==> config.mk <==
export PLATFORM = sky130hd
export DESIGN_NAME = bcd_subtractor_seq
export DESIGN_NICKNAME = d
export VERILOG_FILES = /design/src/rtl/bcd_subtractor_seq_pkg.sv /design/src/rtl/bcd_digit_add.sv /design/src/rtl/bcd_subtractor_seq.sv
export SDC_FILE = /design/constraint.sdc
export NUM_CORES = 1
export LEC_CHECK = 0
export CORE_UTILIZATION = 53
export CTS_CLUSTER_DIAMETER = 150
export DETAILED_ROUTE_END_ITERATION = 16
export GPL_ROUTABILITY_DRIVEN = 0
export GPL_TIMING_DRIVEN = 0
export PLACE_DENSITY = 0.8
export SYNTH_ARGS = -nofsm -noshare
export SYNTH_HDL_FRONTEND = slang
export SYNTH_SLANG_ARGS = --single-unit
==> constraint.sdc <==
create_clock -name clk -period 5.5 [get_ports clk]
set_input_delay 1.1 -clock clk [delete_from_list [all_inputs] [get_ports clk]]
set_output_delay 1.1 -clock clk [all_outputs]
set_load 0.005 [all_outputs]
==> src/rtl/bcd_subtractor_seq_pkg.sv <==
// rtl/bcd_subtractor_seq_pkg.sv - shared constants, state encoding and index-width helper
package bcd_subtractor_seq_pkg;

  localparam int         DIGIT_W  = 4;
  localparam logic [3:0] BCD_NINE = 4'd9;
  localparam logic [3:0] BCD_SIX  = 4'd6;

  typedef enum logic [1:0] {
    S_IDLE = 2'd0,
    S_SUB  = 2'd1,
    S_NEG  = 2'd2,
    S_DONE = 2'd3
  } state_e;

  // clog2 with a floor of one bit so a single-digit build still has an index register
  function automatic int idx_width(input int digits);
    int w;
    w = 1;
    while ((1 << w) < digits) w++;
    return w;
  endfunction

endpackage

==> src/rtl/bcd_digit_add.sv <==
// rtl/bcd_digit_add.sv - combinational single-digit BCD adder with +6 correction
module bcd_digit_add
  import bcd_subtractor_seq_pkg::*;
(
  input  logic [3:0] x,
  input  logic [3:0] y,
  input  logic       cin,
  output logic [3:0] s,
  output logic       cout
);

  logic [4:0] bin_sum;

  always_comb begin
    bin_sum = {1'b0, x} + {1'b0, y} + {4'b0000, cin};
    cout    = (bin_sum > 5'd9);
    s       = cout ? (bin_sum[3:0] + BCD_SIX) : bin_sum[3:0];
  end

endmodule

==> src/rtl/bcd_subtractor_seq.sv <==
// rtl/bcd_subtractor_seq.sv - digit-serial packed-BCD subtractor returning |a-b| and a sign flag
module bcd_subtractor_seq
  import bcd_subtractor_seq_pkg::*;
#(
  parameter int DIGITS = 4
) (
  input  logic                    clk,
  input  logic                    rst_n,
  input  logic                    start,
  input  logic [DIGIT_W*DIGITS-1:0] a,
  input  logic [DIGIT_W*DIGITS-1:0] b,
  output logic                    busy,
  output logic                    done,
  output logic [DIGIT_W*DIGITS-1:0] diff,
  output logic                    neg,
  output logic                    invalid
);

  localparam int W  = DIGIT_W * DIGITS;
  localparam int IW = idx_width(DIGITS);
  localparam logic [IW-1:0] LAST_IDX = IW'(DIGITS - 1);

  state_e          state_q;
  logic [W-1:0]    a_q, b_q, diff_q;
  logic [IW-1:0]   idx_q;
  logic            carry_q, neg_q, invalid_q, done_q, busy_q;

  logic [3:0]      a_dig, b_dig, r_dig;
  logic [3:0]      x_d, y_d, sum_d;
  logic            cout_d;
  logic            in_bad;

  always_comb begin
    in_bad = 1'b0;
    for (int i = 0; i < DIGITS; i++) begin
      if (a[i*DIGIT_W +: DIGIT_W] > BCD_NINE || b[i*DIGIT_W +: DIGIT_W] > BCD_NINE)
        in_bad = 1'b1;
    end
  end

  // One adder serves both passes: SUB adds a_i + (9-b_i), NEG adds 0 + (9-r_i)
  always_comb begin
    a_dig = a_q[idx_q*DIGIT_W +: DIGIT_W];
    b_dig = b_q[idx_q*DIGIT_W +: DIGIT_W];
    r_dig = diff_q[idx_q*DIGIT_W +: DIGIT_W];
    x_d   = (state_q == S_SUB) ? a_dig : 4'd0;
    y_d   = BCD_NINE - ((state_q == S_SUB) ? b_dig : r_dig);
  end

  bcd_digit_add u_digit_add (
    .x    (x_d),
    .y    (y_d),
    .cin  (carry_q),
    .s    (sum_d),
    .cout (cout_d)
  );

  always_ff @(posedge clk or negedge rst_n) begin
    if (!rst_n) begin
      state_q   <= S_IDLE;
      a_q       <= '0;
      b_q       <= '0;
      diff_q    <= '0;
      idx_q     <= '0;
      carry_q   <= 1'b0;
      neg_q     <= 1'b0;
      invalid_q <= 1'b0;
      done_q    <= 1'b0;
      busy_q    <= 1'b0;
    end else begin
      case (state_q)
        S_IDLE: begin
          if (start) begin
            a_q     <= a;
            b_q     <= b;
            busy_q  <= 1'b1;
            neg_q   <= 1'b0;
            idx_q   <= '0;
            carry_q <= 1'b1;
            if (in_bad) begin
              invalid_q <= 1'b1;
              diff_q    <= '0;
              state_q   <= S_DONE;
            end else begin
              invalid_q <= 1'b0;
              state_q   <= S_SUB;
            end
          end
        end
        S_SUB: begin
          diff_q[idx_q*DIGIT_W +: DIGIT_W] <= sum_d;
          carry_q <= cout_d;
          if (idx_q == LAST_IDX) begin
            idx_q <= '0;
            if (cout_d) begin
              state_q <= S_DONE;
            end else begin
              // No final carry: intermediate is the ten's complement of the magnitude
              neg_q   <= 1'b1;
              carry_q <= 1'b1;
              state_q <= S_NEG;
            end
          end else begin
            idx_q <= idx_q + 1'b1;
          end
        end
        S_NEG: begin
          diff_q[idx_q*DIGIT_W +: DIGIT_W] <= sum_d;
          carry_q <= cout_d;
          if (idx_q == LAST_IDX) begin
            idx_q   <= '0;
            state_q <= S_DONE;
          end else begin
            idx_q <= idx_q + 1'b1;
          end
        end
        S_DONE: begin
          if (!done_q) begin
            done_q <= 1'b1;
          end else begin
            done_q  <= 1'b0;
            busy_q  <= 1'b0;
            state_q <= S_IDLE;
          end
        end
        default: state_q <= S_IDLE;
      endcase
    end
  end

  assign busy    = busy_q;
  assign done    = done_q;
  assign diff    = diff_q;
  assign neg     = neg_q;
  assign invalid = invalid_q;

endmodule

==> results of run 1 <==
cell usage after synthesis (all sizes together):
cell	count
o211ai	2
nand2b	1
dfrtp	57
nand3b	1
a31o	1
or3	1
nand4	4
and3b	1
a21oi	4
a21o	1
a31oi	1
a211oi	1
mux2i	5
o21ai	13
xor2	2
mux2	35
or3b	1
nand2	19
and2	3
or2	2
o31ai	2
inv	15
clkbuf	6
xnor2	2
mux4	11
a22o	14
ha	14
a21boi	1
nor2b	2
o311ai	1
nor2	6
o221ai	1
nand4b	1
a32o	1
nor3	4
fa	2
buf	2
a211o	4
nand3	2
state kept, by name (all words and copies together), names as in the netlist:
name / cells
b_q: 16
idx_q: 2
diff: 16
busy: 1
a_q: 16
carry_q: 1
invalid: 1
done: 1
state_q: 2
neg: 1
area by class of cell:
cell class	count	area, um2	area share
multi-input combinational	166	1540	0.399
sequential	57	1430	0.369
buffer	8	32.5	0.00842
timing repair buffer	55	556	0.144
clock inverter	4	20.0	0.00518
clock buffer	11	141	0.0366
inverter	15	56.3	0.0146
tap	72	90.1	0.0233
stage by stage:
step / power (uW) / cell area, um2 / setup slack, ns
2_1_floorplan: 1880 / 3060 / 1.48
3_3_place_gp: 2290 / 3690 / 0.791
3_5_place_dp: 2350 / 3700 / 0.698
4_1_cts: 2680 / 3860 / 0.665
5_1_grt: 2890 / 3860 / 0.343
6_report: 2690 / 3860 / 0.659
power groups by stage:
| stage | combinational [uW] | sequential, uW | clock (uW) |
|---|---|---|---|
| floorplan | 1210 | 676 | 0 |
| global placement | 1590 | 703 | 0 |
| detailed placement | 1640 | 710 | 0 |
| CTS | 1650 | 703 | 335 |
| global route | 1810 | 722 | 358 |
| finish | 1650 | 704 | 332 |
worst min-delay path by stage:
| stage | to | cells after the start |
|---|---|---|
| finish | invalid$_DFFE_PN0P_ | 2 |
| detailed placement | b_q[1]$_DFFE_PN0P_ | 1 |
| global route | a_q[14]$_DFFE_PN0P_ | 1 |
| floorplan | invalid$_DFFE_PN0P_ | 2 |
| global placement | a_q[14]$_DFFE_PN0P_ | 1 |
| CTS | b_q[1]$_DFFE_PN0P_ | 1 |
routing by layer:
metal	routed length, um	track usage	vias to the layer above
li1	-	-	1038
met1	3000	0.340	1128
met2	3400	0.415	70
met3	376	0.0624	12
met4	105	0.111	0
met5	0	0	-
critical path, delay by kind of cell (launching register included):
family | cells | cell delay (ns)
AO/OA/AOI/OAI | 3 | 0.85
XOR/XNOR | 1 | 0.19
buffers and inverters | 4 | 1.12
AND/OR/NAND/NOR | 3 | 0.30
flip-flops | 1 | 0.42
multiplexers | 2 | 0.91
adder cells (fa/ha/maj) | 4 | 0.98
kinds of logic (layout without fill, tap and decap cells):
family	count (synthesis)	in the layout	share of synthesized area
compound gates	47	47	0.118
flops	57	57	0.467
mux	51	51	0.226
xor+xnor	4	4	0.0115
simple gates	48	48	0.0782
fa+ha+maj	16	16	0.0704
buf+inv	23	93	0.0291
==> qor.yml, run 1 <==
clock-root-buffer: "clkbuf_8"
yosysWarningCount: 0
clock_sinks: 57
dr.pass1.iters: 4
die_h_um: 77.9
portBuffers: 54
crit_start: "state_q[1]$_DFFE_PN0P_"
critPathKind: "reg -> reg"
fin_worst_skew_ns: 0.00821
path_cells: "inv_1 -> ha_1 -> clkbuf_1 -> clkbuf_1 -> mux4_2 -> nand2_1 -> nand2_1 -> inv_1 -> ha_1 -> ha_1 -> xor2_1 -> ha_1 -> and2_0 -> a31o_2 -> o311ai_4 -> mux2i_1 -> a22o_1"
yosysSeqAreaShare: 0.467
crit_slowest_cell: "mux2i_1"
numCtsBuffers: 9
antenna_found_initial: 0
arrival_ns: 5.12
min_period_ns: 4.84
die_w_um: 77.9
mostFrequentLayoutCells: "dfrtp_1 (57), clkdlybuf4s50_1 (53), mux2_2 (33)"
crit-reg2reg-launch: "state_q[1]$_DFFE_PN0P_"
min_path_type: "reg -> reg"
initial_core_util: 0.552
cp_slowest_stage_delay_ns: 0.51
avgViaCountPerCell: 5.79
rsz0062_at_grt: "no"
dieArea_um2: 6070
status: "finished, final reports clean"
fmax_mhz: 207
final_hold_viol_count: 0
start_kind: "flop"
ioPinCount: 55
dp_hpwl_mm: 5.18
leakage_uw: 0.00168
hold_ws_ns: 0.502
finalSetupViolCount: 0
area_growth_syn_to_layout_pct: 26.4
rrSetupSlack_ns: 0.66
hold_start: "invalid$_DFFE_PN0P_"
endpoint: "diff[6]$_DFFE_PN0P_"
cellPowerDensity_nw_per_um2: 696
post_cts_buffers: 0
diodes: 0
track_usage: 0.260
hold_buffers: 0
slew_viol_final: 0
synthCells: 246
synth_top_area_cell: "dfrtp_1"
layoutNonFillerInstCount: 388
tightestPinTransition_ns: 0.689
drive_gt1_frac: 0.209
synth.avg_cell_area_um2: 12.4
clkLatencyLatePin_ns: 0.34
cp_common_cell: "ha_1"
grt_start_max_net_pins: 41
rows: 27
synth_top_area_frac: 0.467
internal_power_uw: 1520
switchingPower_uw: 1170
synth_area_um2: 3060
worstReg2RegEnd: "diff[6]$_DFFE_PN0P_"
syn-num-nets: 297
swShare: 0.435
pwr-share-clk: 0.123
final_common_cell: "dfrtp_1"
wl_per_cell_um: 17.8
fillers: 442
end_kind: "flop"
drt_iter0_drc: 145
pwr-share-seq: 0.262
ir_drop_mv: 0.465
grt_pass1_wl_mm: 11.6
min_period_over_period: 0.880
core_area_um2: 5540
globalRoute.totalOverflow: 0
grt_pass1_vias: 2329
cts_tree: "yes"
required_ns: 5.77
clk_pin_slew_ns: 0.07
ctsResizeCount: 0
maxCapViolCount: 0
fin_util: 0.697
final_nets: 363
cts-htree-levels: 3
worstPathMaxFanout: 10
ys_ff_latch: 57
ant_nets: 0
fin_tns_setup_ns: 0
ys_top_cells_by_area: "dfrtp_1 (47%), mux2_2 (12%), mux4_2 (8.1%)"
relSlewSlack: 0.538
synthDistinctLibCells: 44
vias: 2248
drt_wl_total_mm: 6.89
power_frac_comb: 0.615
placed_cells: 373
clk_path_buf_depth: 2
reg2reg_depth: 17
drc_errors: 0
Power figures use the tool's default switching activity.
==> run 2, diff against run 1 <==
SETUP_SLACK_MARGIN = 0.02   (was not set)
SLEW_MARGIN = 20   (was not set)
==> run 2 against run 1 <==
Effect of this change: non-clock buffer count fell by 1; clock skew barely moved; clock power rose by 4%; count of clock-buffer cells in the layout grew 2; cell count is the same.
==> qor.yml, run 2 (same netlist as run 1, synthesis figures left out) <==
fmax_mhz: 206
critPathKind: "reg -> reg"
maxCapViolCount: 0
min_period_ns: 4.86
ir_drop_mv: 0.459
dp_hpwl_mm: 5.10
start_kind: "flop"
relSlewSlack: 0.536
dieArea_um2: 6070
final_nets: 362
portBuffers: 54
cts_tree: "yes"
end_kind: "flop"
grt_pass1_vias: 2285
fillers: 435
dr.pass1.iters: 4
clock_sinks: 57
final_area_um2: 3860
diodes: 0
initial_core_util: 0.552
final_hold_viol_count: 0
placed_area_um2: 3680
reg2reg_depth: 17
tightestPinTransition_ns: 0.691
power_frac_comb: 0.611
ioPinCount: 55
antenna_found_initial: 0
min_path_type: "reg -> reg"
fin_tns_setup_ns: 0
drive_gt1_frac: 0.206
leakage_uw: 0.00168
drt_wl_total_mm: 6.91
grt_pass1_wl_mm: 11.4
die_h_um: 77.9
swShare: 0.434
drt_iter0_drc: 113
finalSetupViolCount: 0
die_w_um: 77.9
internal_power_uw: 1530
worstPathMaxFanout: 10
worstReg2RegEnd: "diff[6]$_DFFE_PN0P_"
globalRoute.totalOverflow: 0
crit_start: "state_q[1]$_DFFE_PN0P_"
status: "finished, final reports clean"
min_period_over_period: 0.884
required_ns: 5.77
switchingPower_uw: 1170
pwr-share-clk: 0.128
slew_viol_final: 0
avgViaCountPerCell: 5.88
crit-reg2reg-launch: "state_q[1]$_DFFE_PN0P_"
post_cts_buffers: 0
cellPowerDensity_nw_per_um2: 701
ctsResizeCount: 0
cts-htree-levels: 3
wl_per_cell_um: 17.8
ant_nets: 0
multi_input_comb_area_um2: 1540
clk_pin_slew_ns: 0.07
mostFrequentLayoutCells: "dfrtp_1 (57), clkdlybuf4s50_1 (53), mux2_2 (33)"
regArea_um2: 1430
clkLatencyLatePin_ns: 0.34
pwr-share-seq: 0.261
grt_start_max_net_pins: 58
layoutNonFillerInstCount: 388
fin_util: 0.696
hold_buffers: 0
rows: 27
fin_worst_skew_ns: 0.00857
endpoint: "diff[6]$_DFFE_PN0P_"
placed_cells: 372
arrival_ns: 5.14
drc_errors: 0
vias: 2281
area_growth_syn_to_layout_pct: 26.2
clock-root-buffer: "clkbuf_8"
final_common_cell: "dfrtp_1"
core_area_um2: 5540
rsz0062_at_grt: "no"
numCtsBuffers: 9
rrSetupSlack_ns: 0.64
track_usage: 0.255
clk_path_buf_depth: 2
## run 2: how the worst min path moves through the flow
stage,to,depth (start not counted),slack (ns),start
2_1_floorplan,invalid$_DFFE_PN0P_,2,0.47,invalid$_DFFE_PN0P_
3_3_place_gp,a_q[14]$_DFFE_PN0P_,1,0.48,a_q[14]$_DFFE_PN0P_
3_5_place_dp,b_q[1]$_DFFE_PN0P_,1,0.49,b_q[1]$_DFFE_PN0P_
4_1_cts,b_q[1]$_DFFE_PN0P_,1,0.50,b_q[1]$_DFFE_PN0P_
5_1_grt,a_q[14]$_DFFE_PN0P_,1,0.51,a_q[14]$_DFFE_PN0P_
6_report,invalid$_DFFE_PN0P_,2,0.50,invalid$_DFFE_PN0P_
## run 2: worst max-delay path, stage by stage (launching register included)
cell and delay [ns]:
dfrtp_1 0.42, inv_1 0.13, ha_1 0.15, clkbuf_1 0.40
clkbuf_1 0.47, mux4_2 0.40, nand2_1 0.09, nand2_1 0.08
inv_1 0.11, ha_1 0.24, ha_1 0.35, xor2_1 0.19
ha_1 0.24, and2_0 0.14, a31o_2 0.24, o311ai_4 0.37
mux2i_1 0.52, a22o_1 0.24
## run 2: area by class of cell
cell class | count | area share
flip-flops and latches | 57 | 0.370
inverters | 15 | 0.0146
clock buffers | 13 | 0.0412
well taps | 72 | 0.0233
clock inverters | 3 | 0.00389
plain buffers | 8 | 0.00843
multi-input cells | 166 | 0.399
repair buffers | 54 | 0.139
## run 2: routing by layer
metal  wire, um  GRT usage  up-vias
li1           -          -     1040
met1       3110      0.341     1148
met2       3350      0.397       80
met3        327     0.0553       13
met4        128      0.120        0
met5          0          0        -
## run 2: stage by stage
stage | power, uW | hold WS, ns | setup WS, ns
after CTS | 2700 | 0.504 | 0.663
final | 2710 | 0.498 | 0.636
after global routing | 2900 | 0.514 | 0.313
after detailed placement | 2340 | 0.490 | 0.698
after floorplan | 1880 | 0.473 | 1.48
after global placement | 2290 | 0.483 | 0.791
## run 2: power groups by stage
stage	Sequential (uW)	Clock, uW	Combinational [uW]
6_report	705	346	1650
4_1_cts	704	352	1640
5_1_grt	726	371	1810
3_5_place_dp	710	0	1630
3_3_place_gp	703	0	1590
2_1_floorplan	676	0	1210
==> run 3, diff against run 2 <==
RECOVER_POWER = 25   (was not set)
==> run 3 against run 2 <==
Effect of this change: the run now ends with capacitance limit, slew limit left; cell area barely moved; via count fell by 0.44%; utilization fell by 0.068 points; sequential power barely moved; global-route usage did not move; flip-flop and latch count did not move.
==> qor.yml, run 3 (same netlist as run 1, synthesis figures left out) <==
status: "finished, violations left"
violations: "capacitance limit, slew limit"
drt_wl_total_mm: 6.85
hold_buffers: 0
dr.pass1.iters: 5
portBuffers: 54
final_common_cell: "dfrtp_1"
core_area_um2: 5540
rsz0062_at_grt: "no"
clkLatencyLatePin_ns: 0.34
area_growth_syn_to_layout_pct: 26.1
ant_nets: 0
avgViaCountPerCell: 5.85
required_ns: 5.77
final_nets: 362
diodes: 0
relSlewSlack: -0.965
dp_hpwl_mm: 5.10
numCtsBuffers: 9
end_kind: "flop"
critPathKind: "reg -> reg"
regArea_um2: 1430
arrival_ns: 5.12
post_cts_buffers: 0
cts-htree-levels: 3
clk_pin_slew_ns: 0.07
grt_pass1_vias: 2285
min_path_type: "reg -> reg"
min_period_over_period: 0.881
multi_input_comb_area_um2: 1540
hold_path_depth: 2
maxCapViolCount: 1
track_usage: 0.255
initial_core_util: 0.552
slew_viol_final: 58
fin_util: 0.696
crit-reg2reg-launch: "state_q[1]$_DFFE_PN0P_"
drive_gt1_frac: 0.203
fmax_mhz: 206
grt_start_max_net_pins: 58
mostFrequentLayoutCells: "dfrtp_1 (57), clkdlybuf4s50_1 (53), mux2_2 (33)"
fin_tns_setup_ns: 0
rows: 27
fin_worst_skew_ns: 0.00809
total_power_uw: 2700
layoutNonFillerInstCount: 388
clk_path_buf_depth: 2
globalRoute.totalOverflow: 0
finalSetupViolCount: 0
die_h_um: 77.9
ioPinCount: 55
placed_cells: 372
vias: 2271
reg2reg_depth: 17
rrSetupSlack_ns: 0.65
ctsResizeCount: 0
final_hold_viol_count: 0
fillers: 437
antenna_found_initial: 0
whs_endpoint: "invalid$_DFFE_PN0P_"
worstReg2RegEnd: "diff[6]$_DFFE_PN0P_"
ir_drop_mv: 0.457
hold_start: "invalid$_DFFE_PN0P_"
min_period_ns: 4.85
drt_iter0_drc: 97
dieArea_um2: 6070
leakage_uw: 0.00168
wl_per_cell_um: 17.6
cellPowerDensity_nw_per_um2: 700
die_w_um: 77.9
grt_pass1_wl_mm: 11.4
worstPathMaxFanout: 10
tightestPinTransition_ns: 2.95
start_kind: "flop"
clock-root-buffer: "clkbuf_8"
cts_tree: "yes"
clock_sinks: 57
drc_errors: 0
[run 3: cell count changes in the layout (fill, tap and decap cells not counted)]
cell,before,now
buf_4,1,0
clkbuf_1,8,9
[run 3: layout make-up]
class	count	area share
plain buffers	8	0.00844
clock buffers	13	0.0412
clock inverters	3	0.00389
inverters	15	0.0146
multi-input cells	166	0.400
flip-flops and latches	57	0.370
well taps	72	0.0234
repair buffers	54	0.139
[run 3: critical path: stages, from the launching register on]
cell and delay [ns]:
dfrtp_1 0.42, inv_1 0.12, ha_1 0.15, clkbuf_1 0.41
clkbuf_1 0.46, mux4_2 0.40, nand2_1 0.09, nand2_1 0.08
inv_1 0.11, ha_1 0.24, ha_1 0.35, xor2_1 0.19
ha_1 0.24, and2_0 0.14, a31o_2 0.24, o311ai_4 0.37
mux2i_1 0.52, a22o_1 0.24
[run 3: metal layers]
layer / global-route usage / vias up / part of all wire
met5: 0 / - / 0
met2: 0.397 / 77 / 0.49
li1: - / 1044 / -
met4: 0.120 / 0 / 0.019
met3: 0.0553 / 13 / 0.053
met1: 0.341 / 1137 / 0.44
[run 3: power breakdown]
group	internal [uW]	leakage, uW	switching [uW]
sequential	597	0.000707	107
combinational	749	0.000876	899
clock	186	0.0000932	160
total	1530	0.00168	1170
[run 3: worst max-delay path by stage]
| stage | startpoint | endpoint | slack, ns | depth (start not counted) |
|---|---|---|---|---|
| CTS | state_q[1]$_DFFE_PN0P_ | diff[6]$_DFFE_PN0P_ | 0.66 | 17 |
| floorplan | state_q[1]$_DFFE_PN0P_ | diff[10]$_DFFE_PN0P_ | 1.48 | 15 |
| finish | state_q[1]$_DFFE_PN0P_ | diff[6]$_DFFE_PN0P_ | 0.65 | 17 |
| global placement | state_q[1]$_DFFE_PN0P_ | diff[10]$_DFFE_PN0P_ | 0.79 | 17 |
| detailed placement | state_q[1]$_DFFE_PN0P_ | diff[6]$_DFFE_PN0P_ | 0.70 | 17 |
| global route | state_q[1]$_DFFE_PN0P_ | diff[10]$_DFFE_PN0P_ | 0.31 | 17 |
[run 3: per-stage QoR]
| step | cell area, um2 | setup slack [ns] | hold WS (ns) |
|---|---|---|---|
| final | 3850 | 0.654 | 0.494 |
| after global routing | 3850 | 0.313 | 0.514 |
| after CTS | 3860 | 0.663 | 0.504 |
| after detailed placement | 3680 | 0.698 | 0.490 |
| after global placement | 3690 | 0.791 | 0.483 |
| after floorplan | 3060 | 1.48 | 0.473 |
